File: src/rtl/ps2_kbd_fifo.sv
// ============================================================================
// Module   : ps2_kbd_fifo
// Purpose  : PS/2 set-2 prefix decoder (E0/F0) feeding an event FIFO.
//            Optional make-repeat filter: PS2_KBD_FIFO_TYPEMATIC_FILTER_EN
// Revision : 1.0 - initial release
// ============================================================================
`default_nettype none

module ps2_kbd_fifo #(
  parameter int DEPTH = 16
) (
  input  logic                     clk,
  input  logic                     reset_n,
  input  logic [7:0]               ps2_kbd_code_i,
  input  logic                     ps2_kbd_strobe_i,
  input  logic                     ps2_kbd_err_i,
  input  logic                     clr_i,
  input  logic                     ready_i,
  output logic                     valid_o,
  output logic [9:0]               event_o,
  output logic [$clog2(DEPTH):0]   count_o,
  output logic                     overflow_o
);

  localparam int AW = $clog2(DEPTH);
  localparam int CW = AW + 1;
  localparam logic [CW-1:0] FULL_COUNT = CW'(DEPTH);
  localparam logic [7:0]    CODE_E0    = 8'hE0;
  localparam logic [7:0]    CODE_F0    = 8'hF0;

  typedef enum logic [1:0] {
    IDLE     = 2'd0,
    GOT_E0   = 2'd1,
    GOT_F0   = 2'd2,
    GOT_E0F0 = 2'd3
  } state_t;

  state_t          state;
  state_t          state_next;
  logic            ext;
  logic            rel;
  logic            dec_push;
  logic [9:0]      dec_event;
  logic            filt_drop;
  logic            push_req;
  logic            do_push;
  logic            pop;
  logic            full;
  logic [AW-1:0]   wr_ptr;
  logic [AW-1:0]   rd_ptr;
  logic [CW-1:0]   count;
  logic            overflow;
  logic [9:0]      mem [DEPTH];

  always_ff @(posedge clk or negedge reset_n) begin
    if (!reset_n) state <= IDLE;
    else          state <= state_next;
  end

  always_comb begin
    state_next = state;
    dec_push   = 1'b0;
    ext        = (state == GOT_E0) || (state == GOT_E0F0);
    rel        = (state == GOT_F0) || (state == GOT_E0F0);
    dec_event  = {ext, rel, ps2_kbd_code_i};
    // An error pulse aborts any prefix and swallows a coincident strobe.
    if (clr_i || ps2_kbd_err_i) begin
      state_next = IDLE;
    end else if (ps2_kbd_strobe_i) begin
      case (ps2_kbd_code_i)
        CODE_E0: state_next = GOT_E0;
        CODE_F0: state_next = ext ? GOT_E0F0 : GOT_F0;
        default: begin
          state_next = IDLE;
          dec_push   = 1'b1;
        end
      endcase
    end
  end

`ifdef PS2_KBD_FIFO_TYPEMATIC_FILTER_EN
  logic [8:0] held;
  logic       held_valid;

  assign filt_drop = dec_push && !dec_event[8] && held_valid &&
                     (held == {dec_event[9], dec_event[7:0]});

  always_ff @(posedge clk or negedge reset_n) begin
    if (!reset_n) begin
      held_valid <= 1'b0;
      held       <= '0;
    end else if (clr_i) begin
      held_valid <= 1'b0;
    end else if (do_push) begin
      if (dec_event[8]) begin
        held_valid <= 1'b0;
      end else begin
        held_valid <= 1'b1;
        held       <= {dec_event[9], dec_event[7:0]};
      end
    end
  end
`else
  assign filt_drop = 1'b0;
`endif

  assign push_req = dec_push && !filt_drop;
  assign full     = (count == FULL_COUNT);
  assign pop      = valid_o && ready_i && !clr_i;
  // When full, a simultaneous pop frees the head slot that the push overwrites.
  assign do_push  = push_req && (!full || pop);

  always_ff @(posedge clk or negedge reset_n) begin
    if (!reset_n) begin
      wr_ptr   <= '0;
      rd_ptr   <= '0;
      count    <= '0;
      overflow <= 1'b0;
    end else if (clr_i) begin
      wr_ptr   <= '0;
      rd_ptr   <= '0;
      count    <= '0;
      overflow <= 1'b0;
    end else begin
      if (do_push) wr_ptr <= wr_ptr + AW'(1);
      if (pop)     rd_ptr <= rd_ptr + AW'(1);
      case ({do_push, pop})
        2'b10:   count <= count + CW'(1);
        2'b01:   count <= count - CW'(1);
        default: count <= count;
      endcase
      if (push_req && !do_push) overflow <= 1'b1;
    end
  end

  always_ff @(posedge clk) begin
    if (do_push) mem[wr_ptr] <= dec_event;
  end

  assign valid_o    = (count != '0);
  assign event_o    = valid_o ? mem[rd_ptr] : 10'h000;
  assign count_o    = count;
  assign overflow_o = overflow;

endmodule

`default_nettype wire

File: config.mk
export PLATFORM = sky130hd
export DESIGN_NAME = ps2_kbd_fifo
export DESIGN_NICKNAME = d
export VERILOG_FILES = /design/src/rtl/ps2_kbd_fifo.sv
export SDC_FILE = /design/constraint.sdc
export NUM_CORES = 1
export LEC_CHECK = 0
export CELL_PAD_IN_SITES_DETAIL_PLACEMENT = 0
export CELL_PAD_IN_SITES_GLOBAL_PLACEMENT = 2
export CORE_ASPECT_RATIO = 0.5
export CORE_MARGIN = 1
export CORE_UTILIZATION = 50
export DETAILED_ROUTE_END_ITERATION = 8
export GPL_TIMING_DRIVEN = 0
export PLACE_DENSITY = 0.86
export SKIP_CTS_REPAIR_TIMING = 1
export SLEW_MARGIN = 20
export SYNTH_ARGS = -nofsm -noshare
export SYNTH_HDL_FRONTEND = slang
export SYNTH_SLANG_ARGS = --single-unit
File: constraint.sdc
create_clock -name clk -period 8.2 [get_ports clk]
set_input_delay 1.64 -clock clk [delete_from_list [all_inputs] [get_ports clk]]
set_output_delay 1.64 -clock clk [all_outputs]
set_load 0.005 [all_outputs]
-- Word level (Yosys, flattened, before mapping)
Memory sizes are Yosys's and may differ from the RTL's.
Index checks and enable logic that the tools add are counted.
- reductions and logical operators: 18
- eq/ne operators: 8
- $add $sub $neg: 4
- muxes and demuxes: 18
- operators by type and width (cell ; number):
    equality test 8 bit, second input constant ; 2
    two-way mux 4 bit ; 4
    two-way mux 10 bit ; 1
    one-hot mux 5 bit (2 select lines) ; 1
    adder 4 x 1 -> 4 bit, second input constant ; 2
    two-way mux 1 bit ; 8
    nonzero test 2 bit ; 4
    equality test 2 bit, second input constant ; 3
    adder 5 x 1 -> 5 bit, second input constant ; 1
    equality test 5 bit, second input constant ; 1
    two-way mux 5 bit ; 1
    nonzero test 5 bit ; 1
    subtractor 5 x 1 -> 5 bit, second input constant ; 1
    equality test 2 x 1 -> 1 bit, second input constant ; 2
    logical AND 1 bit ; 4
    logical OR 1 bit ; 4
    two-way mux 2 bit ; 2
    one-hot mux 2 bit (2 select lines) ; 1
    logical NOT 1 bit ; 3
    nonzero test 3 bit ; 1
    OR reduction 2 bit ; 1
- memories kept: 1
- logic and storage cells: 54
- output and inout port bits: 17
- flip-flop bits (word level): 16
- bits in writable memories: 160
- memory list (name ; depth ; bits a word ; rd ports ; clocked after memory_dff ; write ports ; line ; text):
    mem ; 16 ; 10 ; 1 ; 0 ; 1 ; 53 ; logic [9:0] mem [DEPTH];

-- Depth between registers and ports, before layout
Gate-level depths: netlist of the first run.
- depth after elaboration: 10
- gate-level depth with buffers: 8
- depth with buffers taken out: 8

-- Worst setup path after synthesis of the first run
No wires, ideal clock.
- path kind: input port to flip-flop
- from: in ps2_kbd_code_i[1]
- to: reg count[4] (netlist: count_o[4])
- stages: 8
- slack: 4.348 ns
- setup time: 0.142 ns
- arrival: 3.711 ns
- path buffers: 0
- data required time: 8.058 ns
- cells stage by stage: or3_1 o211a_1 nor3_1 ha_1 a21oi_1 a21oi_1 a311oi_1 o2111ai_1
- longest elaborated chain between the ends: 9
- elaborated cells between the ends (all ways): 12
- RTL lines (item ; line ; text):
    from (decl) ; 14 ; input logic [7:0] ps2_kbd_code_i,
    equality test 8 bit ; 70 ; case (ps2_kbd_code_i)
    OR reduction 2 bit (no source line) (*) ; -- ;
    two-way mux 1 bit (*) ; 70 ;
    two-way mux 1 bit (*) ; 69 ; end else if (ps2_kbd_strobe_i) begin
    two-way mux 1 bit (*) ; 67 ; if (clr_i || ps2_kbd_err_i) begin
    logical AND 1 bit (*) ; 111 ; assign do_push = push_req && (!full || pop);
    equality test 2 x 1 -> 1 bit / equality test 2 bit (equally long branches) ; 127 ; case ({do_push, pop})
    one-hot mux 5 bit (2 select lines) ; 127 ;
    two-way mux 5 bit ; 119 ; end else if (clr_i) begin
    to (signal assigned) ; 128 ; 2'b10: count <= count + CW'(1);
    to (signal assigned) ; 129 ; 2'b01: count <= count - CW'(1);
    to (signal assigned) ; 130 ; default: count <= count;
    to (decl) ; 51 ; logic [CW-1:0] count;
Mark *: on every way between the ends. The rest lies on a longest branch, timed or not.
A chain may end at the register's enable or synchronous reset.

-- Worst setup path in the final report of the first run
- from: reg count[0] (netlist: count_o[0])
- to: out event_o[2]
- longest elaborated chain between the ends: 2
- RTL lines (item ; line ; text):
    nonzero test 5 bit ; 140 ; assign valid_o = (count != '0);
    two-way mux 10 bit ; 141 ; assign event_o = valid_o ? mem[rd_ptr] : 10'h000;
    to (decl) ; 20 ; output logic [9:0] event_o,
No other way between the ends.

==> flow_metrics.py, run 1 <==
metrics = {
    "layout": {
        "syn_to_final_growth_pct": 15.6,
        "final_common_cell": "edfxtp_1",
        "nets": 453,
        "layout.cells.non_filler": 635,
        "ff_latch_area_mm2": 0.00520,
        "diodes": 0,
        "drive_above_1_share_pct": 18.3,
        "multi_input_area_mm2": 0.00195,
        "fillers": 958,
        "mostFrequentLayoutCells": "edfxtp_1 (160), mux4_2 (40), clkdlybuf4s50_1 (29), mux2i_1 (23), clkbuf_1 (19)",
        "final_util_pct": 60.5,
        "postLayoutCellArea_mm2": 0.00838,
    },
    "global_route": {
        "grt_pass1_wl_mm": 22.3,
        "antenna_found_initial": 0,
        "grt_max_degree": 19,
        "grt.total_usage_pct": 21.1,
        "overflow": 0,
        "grt_pass1_vias": 3849,
    },
    "logic_synthesis": {
        "synth_nets": 405,
        "synth_top_cell_by_area": "edfxtp_1",
        "synth_warnings": 0,
        "synth_top_area_share_pct": 66.2,
        "synth-edff-count": 160,
        "syn_inst": 382,
        "synth_top_flop_cell": "edfxtp_1",
        "ys_types": 41,
        "syn_avg_cell_area_um2": 19.0,
        "ys_ff_latch": 176,
        "ys_async_sr_fraction_pct": 9.09,
        "netlist_area_mm2": 0.00726,
        "synth_area_leaders": "edfxtp_1 (66%), mux4_2 (12%), dfrtp_1 (5.5%)",
        "yosysSeqAreaShare_pct": 71.7,
    },
    "power_and_ir_drop": {
        "ir_drop_v": 0.000142,
        "power_density_mw_per_mm2": 272,
        "p_leak_nw": 2.73,
    },
    "setup_path": {
        "critPathCaptureType": "output port",
        "arrival_ps": 3210,
        "startpoint_type": "flop",
        "path_class": "reg -> out",
        "worstPathMaxFanout": 10,
        "required_ps": 6560,
    },
    "sta": {
        "worst_pin_slew_ps": 935,
        "period_share_pct": 59.2,
        "setup_violations": 0,
        "worst_slack_ps": 3350,
        "clock_skew_ps": 7.95,
        "clock.fmax_mhz": 206,
        "rsz0062_at_grt": "no",
        "final-hold-violation-count": 0,
        "setup-tns-final_ps": 0,
        "slew_headroom_pct": 37.7,
        "fin_crit_ps": 4850,
        "drv_slew": 0,
    },
    "route": {
        "vias": 3720,
        "wl_per_cell_um": 22.5,
        "wl_met3_um": 758,
        "routed_wirelength_mm": 14.3,
        "ant_nets": 0,
        "wl_met1_mm": 6.69,
        "dr.pass1.iters": 4,
        "vias_per_cell": 5.86,
        "wl_met2_mm": 6.72,
        "drc_errors": 0,
        "first_iter_violations": 397,
        "highest_layer": "met4",
    },
    "die": {
        "io_pins": 31,
        "fp.dieH_um": 87.2,
        "fp.dieArea_mm2": 0.0150,
        "start_util_pct": 52.4,
        "fp.dieW_um": 172,
        "num_rows": 30,
        "core_area_mm2": 0.0139,
    },
    "run_status": {
        "status": "finished, final reports clean",
    },
    "placement": {
        "post-place-ws_ps": 2960,
        "port_buffers": 29,
        "dp_hpwl_mm": 9.64,
        "dpl_cell_area_mm2": 0.00779,
        "gp_congestion": 0.747,
        "dp.cells": 603,
    },
    "clock_network": {
        "clockBufferDepth": 2,
        "clkTransAtPathRegs_ps": 70,
        "cts_root_buf": "clkbuf_16",
        "clk_latency_ps": 420,
        "cts_buffers": 17,
        "ctsHtreeMaxLevel": 4,
        "cts_sinks": 176,
        "cts_tree": "done",
    },
    "hold_path": {
        "hold_class": "reg -> reg",
    },
    "run": {
        "maxCapViolations": 0,
    },
}
==> sequential cells by signal (all words and copies together), names as in the netlist <==
name        count
mem           160
count_o         5
state           2
wr_ptr          4
rd_ptr          4
overflow_o      1
==> area by class of cell <==
cell class | instances | share of cell area (%)
clock inverter | 14 | 2.01
sequential | 176 | 62.1
clock buffer | 18 | 5.12
inverter | 3 | 0.134
timing repair buffer | 29 | 3.46
buffer | 22 | 1.04
multi-input combinational | 181 | 23.3
tap | 192 | 2.87
==> logic make-up (layout without fill, tap and decap cells) <==
| kind of cell | Yosys count | after routing | share of synthesized area (%) |
|---|---|---|---|
| adder cells (fa/ha/maj) | 9 | 9 | 1.66 |
| multiplexers | 67 | 67 | 16.4 |
| AO/OA/AOI/OAI | 34 | 34 | 3.03 |
| AND/OR/NAND/NOR | 68 | 68 | 5.43 |
| XOR/XNOR | 3 | 3 | 0.362 |
| flip-flops | 176 | 176 | 71.7 |
| buffers and inverters | 25 | 86 | 1.36 |
==> stage by stage <==
step                hold slack (ps)  power [mW]
finish                          551        2.28
global route                    586        2.37
CTS                             551        2.30
detailed placement              516        1.50
global placement                514        1.49
floorplan                       503        1.32
==> power breakdown <==
group	internal, mW	total (mW)	switching, mW
clock network	0.436	0.805	0.368
logic	0.247	0.473	0.226
registers	0.989	1.00	0.0134
total	1.67	2.28	0.608
==> worst paths after layout <==
check	start	endpoint	slack (ps)	cells past startpoint
worst max-delay path	count_o[0]$_DFFE_PN0P_	event_o[2]	3350	6
worst min-delay path	overflow_o$_DFFE_PN0P_	overflow_o$_DFFE_PN0P_	550	1
worst max register to register	count_o[0]$_DFFE_PN0P_	count_o[4]$_DFFE_PN0P_	5150	8
worst min register to register	overflow_o$_DFFE_PN0P_	overflow_o$_DFFE_PN0P_	550	1
max in group asynchronous	reset_n	rd_ptr[3]$_DFFE_PN0P_	6040	1
min in group asynchronous	reset_n	count_o[4]$_DFFE_PN0P_	1670	1
==> critical path, stage by stage, from the launching register on <==
cell and delay (ps):
dfrtp_1 470, nor4_1 680, nand2b_1 270, nand2b_1 130, clkbuf_1 460, o22ai_1 260, clkdlybuf4s50_1 500
==> cells in the mapped netlist (all sizes together), types with 7 or more instances <==
library cell  count
a21oi             8
clkbuf           18
nand2            11
o22ai            10
and2             13
dfrtp            16
mux2i            23
nor2              7
mux4             40
ha                8
nand3            10
edfxtp          160
==> layer usage <==
metal  GRT usage (%)  vias up
li1                -     1654
met1            30.6     1941
met2            32.9      113
met3            5.00       12
met4            5.07        0
met5               0        -
No activity file was read; power rests on OpenSTA's default activity.
==> inputs of run 2 (changes only) <==
--- a/config.mk
+++ b/config.mk
@@ -9,10 +9,10 @@
 export CELL_PAD_IN_SITES_GLOBAL_PLACEMENT = 2
 export CORE_ASPECT_RATIO = 0.5
 export CORE_MARGIN = 1
-export CORE_UTILIZATION = 50
+export CORE_UTILIZATION = 42
 export DETAILED_ROUTE_END_ITERATION = 8
 export GPL_TIMING_DRIVEN = 0
-export PLACE_DENSITY = 0.86
+export PLACE_DENSITY = 0.77
 export SKIP_CTS_REPAIR_TIMING = 1
 export SLEW_MARGIN = 20
 export SYNTH_ARGS = -nofsm -noshare
==> constraint.sdc (replaced) <==
create_clock -name clk -period 4 [get_ports clk]
set_input_delay 0.8 -clock clk [delete_from_list [all_inputs] [get_ports clk]]
set_output_delay 0.8 -clock clk [all_outputs]
set_load 0.005 [all_outputs]
==> run 2 against run 1 <==
  * Critical path depth up 3
  * Global-route usage is 3.4 points lower
  * Worst setup slack got worse by 3100 ps
  * Wire length is 3.1% higher
  * Sequential share of layout area down 0.33 points
  * First-iteration DRC count rose by 5.5%
  * Hold slack worse by 9.1 ps
  * Die area is 19% higher
  * Design area is 0.54% higher
  * Combinational power rose by 110%
  * Final cell count increased by 5.4%
  * Sequential cell count stayed put
  * Critical endpoint is now count_o[4]$_DFFE_PN0P_
  * Largest power group unchanged
  * Highest routed layer unchanged
==> flow_metrics.py, run 2 (synthesized netlist as in run 1, its figures left out) <==
metrics = {
    "layout": {
        "top_register": "mem",
        "fillers": 1367,
        "nets": 452,
        "syn_to_final_growth_pct": 16.2,
        "final_common_cell": "edfxtp_1",
        "mostFrequentLayoutCells": "edfxtp_1 (160), mux4_2 (40), clkdlybuf4s50_1 (29), mux2i_1 (23), clkbuf_1 (18)",
        "largest_reg_flops": 160,
        "drive_above_1_share_pct": 18.8,
        "diodes": 0,
    },
    "setup_path": {
        "critPathCaptureType": "flop",
        "worstPathMaxFanout": 17,
        "path_class": "in -> reg",
        "required_ps": 4280,
        "arrival_ps": 4030,
        "startpoint_type": "primary input",
    },
    "route": {
        "routed_wirelength_mm": 14.7,
        "first_iter_violations": 419,
        "ant_nets": 0,
        "vias": 3679,
        "drc_errors": 0,
        "vias_per_cell": 5.50,
        "wl_per_cell_um": 22.0,
        "dr.pass1.iters": 4,
    },
    "die": {
        "start_util_pct": 43.6,
        "core_area_mm2": 0.0166,
        "fp.dieW_um": 188,
        "fp.dieH_um": 94.9,
        "num_rows": 33,
        "fp.dieArea_mm2": 0.0178,
        "io_pins": 31,
    },
    "clock_network": {
        "clk_latency_ps": 430,
        "cts_sinks": 176,
        "cts_buffers": 17,
        "clockBufferDepth": 2,
        "cts_tree": "done",
        "cts_root_buf": "clkbuf_16",
        "clkTransAtPathRegs_ps": 70,
        "ctsHtreeMaxLevel": 4,
    },
    "placement": {
        "port_buffers": 29,
        "post-place-ws_ps": -348,
        "dp_hpwl_mm": 9.63,
        "gp_congestion": 0.710,
    },
    "sta": {
        "setup_violations": 0,
        "period_share_pct": 93.7,
        "slew_headroom_pct": 32.2,
        "fin_crit_ps": 3750,
        "worst_slack_ps": 252,
        "rsz0062_at_grt": "no",
        "clock.fmax_mhz": 267,
        "worst_pin_slew_ps": 1020,
        "final-hold-violation-count": 0,
        "drv_slew": 0,
        "fin_hold_ws_ps": 541,
        "clock_skew_ps": 12.5,
    },
    "run_status": {
        "status": "finished, final reports clean",
    },
    "global_route": {
        "grt_max_degree": 20,
        "grt_pass1_wl_mm": 22.5,
        "grt_pass1_vias": 3747,
        "grt.total_usage_pct": 17.8,
        "overflow": 0,
        "antenna_found_initial": 0,
    },
    "power_and_ir_drop": {
        "ir_drop_v": 0.000335,
        "p_leak_nw": 2.74,
        "power_density_mw_per_mm2": 553,
    },
    "run": {
        "maxCapViolations": 0,
    },
    "hold_path": {
        "hold_class": "reg -> reg",
    },
}
## run 2: cell type report
| class | instances | area, µm² | share of cell area [%] |
|---|---|---|---|
| Sequential cell | 176 | 5200 | 61.7 |
| Clock inverter | 14 | 163 | 1.93 |
| Buffer | 21 | 83.8 | 0.995 |
| Inverter | 3 | 11.3 | 0.134 |
| Tap cell | 227 | 284 | 3.37 |
| Clock buffer | 18 | 429 | 5.09 |
| Multi-Input combinational cell | 181 | 1960 | 23.3 |
| Timing Repair Buffer | 29 | 290 | 3.44 |
## run 2: stage by stage
step           area, µm²  TNS (ps)  instances  util (%)  total power, mW
6_report            8430         0        669      50.7             4.66
5_1_grt             8430         0        669      50.7             4.85
4_1_cts             8420      -824        670      50.6             4.70
3_5_place_dp        7830      -574        638      47.1             3.09
3_3_place_gp        7830      -479        638      47.1             3.09
2_1_floorplan       7260         0        382         -             2.71
## run 2: power by group
group	leakage, nW	total (mW)	switching, mW	internal [mW]
Combinational	0.750	0.978	0.472	0.505
Clock	0.289	1.63	0.789	0.844
Sequential	1.70	2.05	0.0273	2.03
## run 2: worst paths after layout
path                                             start                     end  slack (ps)  cells past startpoint
worst max-delay path                 ps2_kbd_code_i[1]  count_o[4]$_DFFE_PN0P_         250                      9
worst min-delay path            overflow_o$_DFFE_PN0P_  overflow_o$_DFFE_PN0P_         540                      1
worst max register to register  count_o[0]$_DFFE_PN0P_  count_o[4]$_DFFE_PN0P_        1020                      8
worst min register to register  overflow_o$_DFFE_PN0P_  overflow_o$_DFFE_PN0P_         540                      1
max in group asynchronous                      reset_n   rd_ptr[0]$_DFFE_PN0P_        2650                      1
min in group asynchronous                      reset_n  count_o[3]$_DFFE_PN0P_         840                      1
## run 2: metal layers
metal | global-route usage [%] | wire length [µm] | vias to the layer above
li1 | - | - | 1658
met1 | 25.8 | 6990 | 1918
met2 | 27.6 | 6940 | 97
met3 | 2.97 | 723 | 6
met4 | 5.49 | 82 | 0
met5 | 0 | 0 | -
## run 2: critical path: stages
cell and delay, ps:
clkdlybuf4s50_1 720, or3_1 630, o211a_1 370, nor3_2 340, ha_1 330, a21oi_1 290, a21oi_1 110, a311oi_1 260
o2111ai_1 150
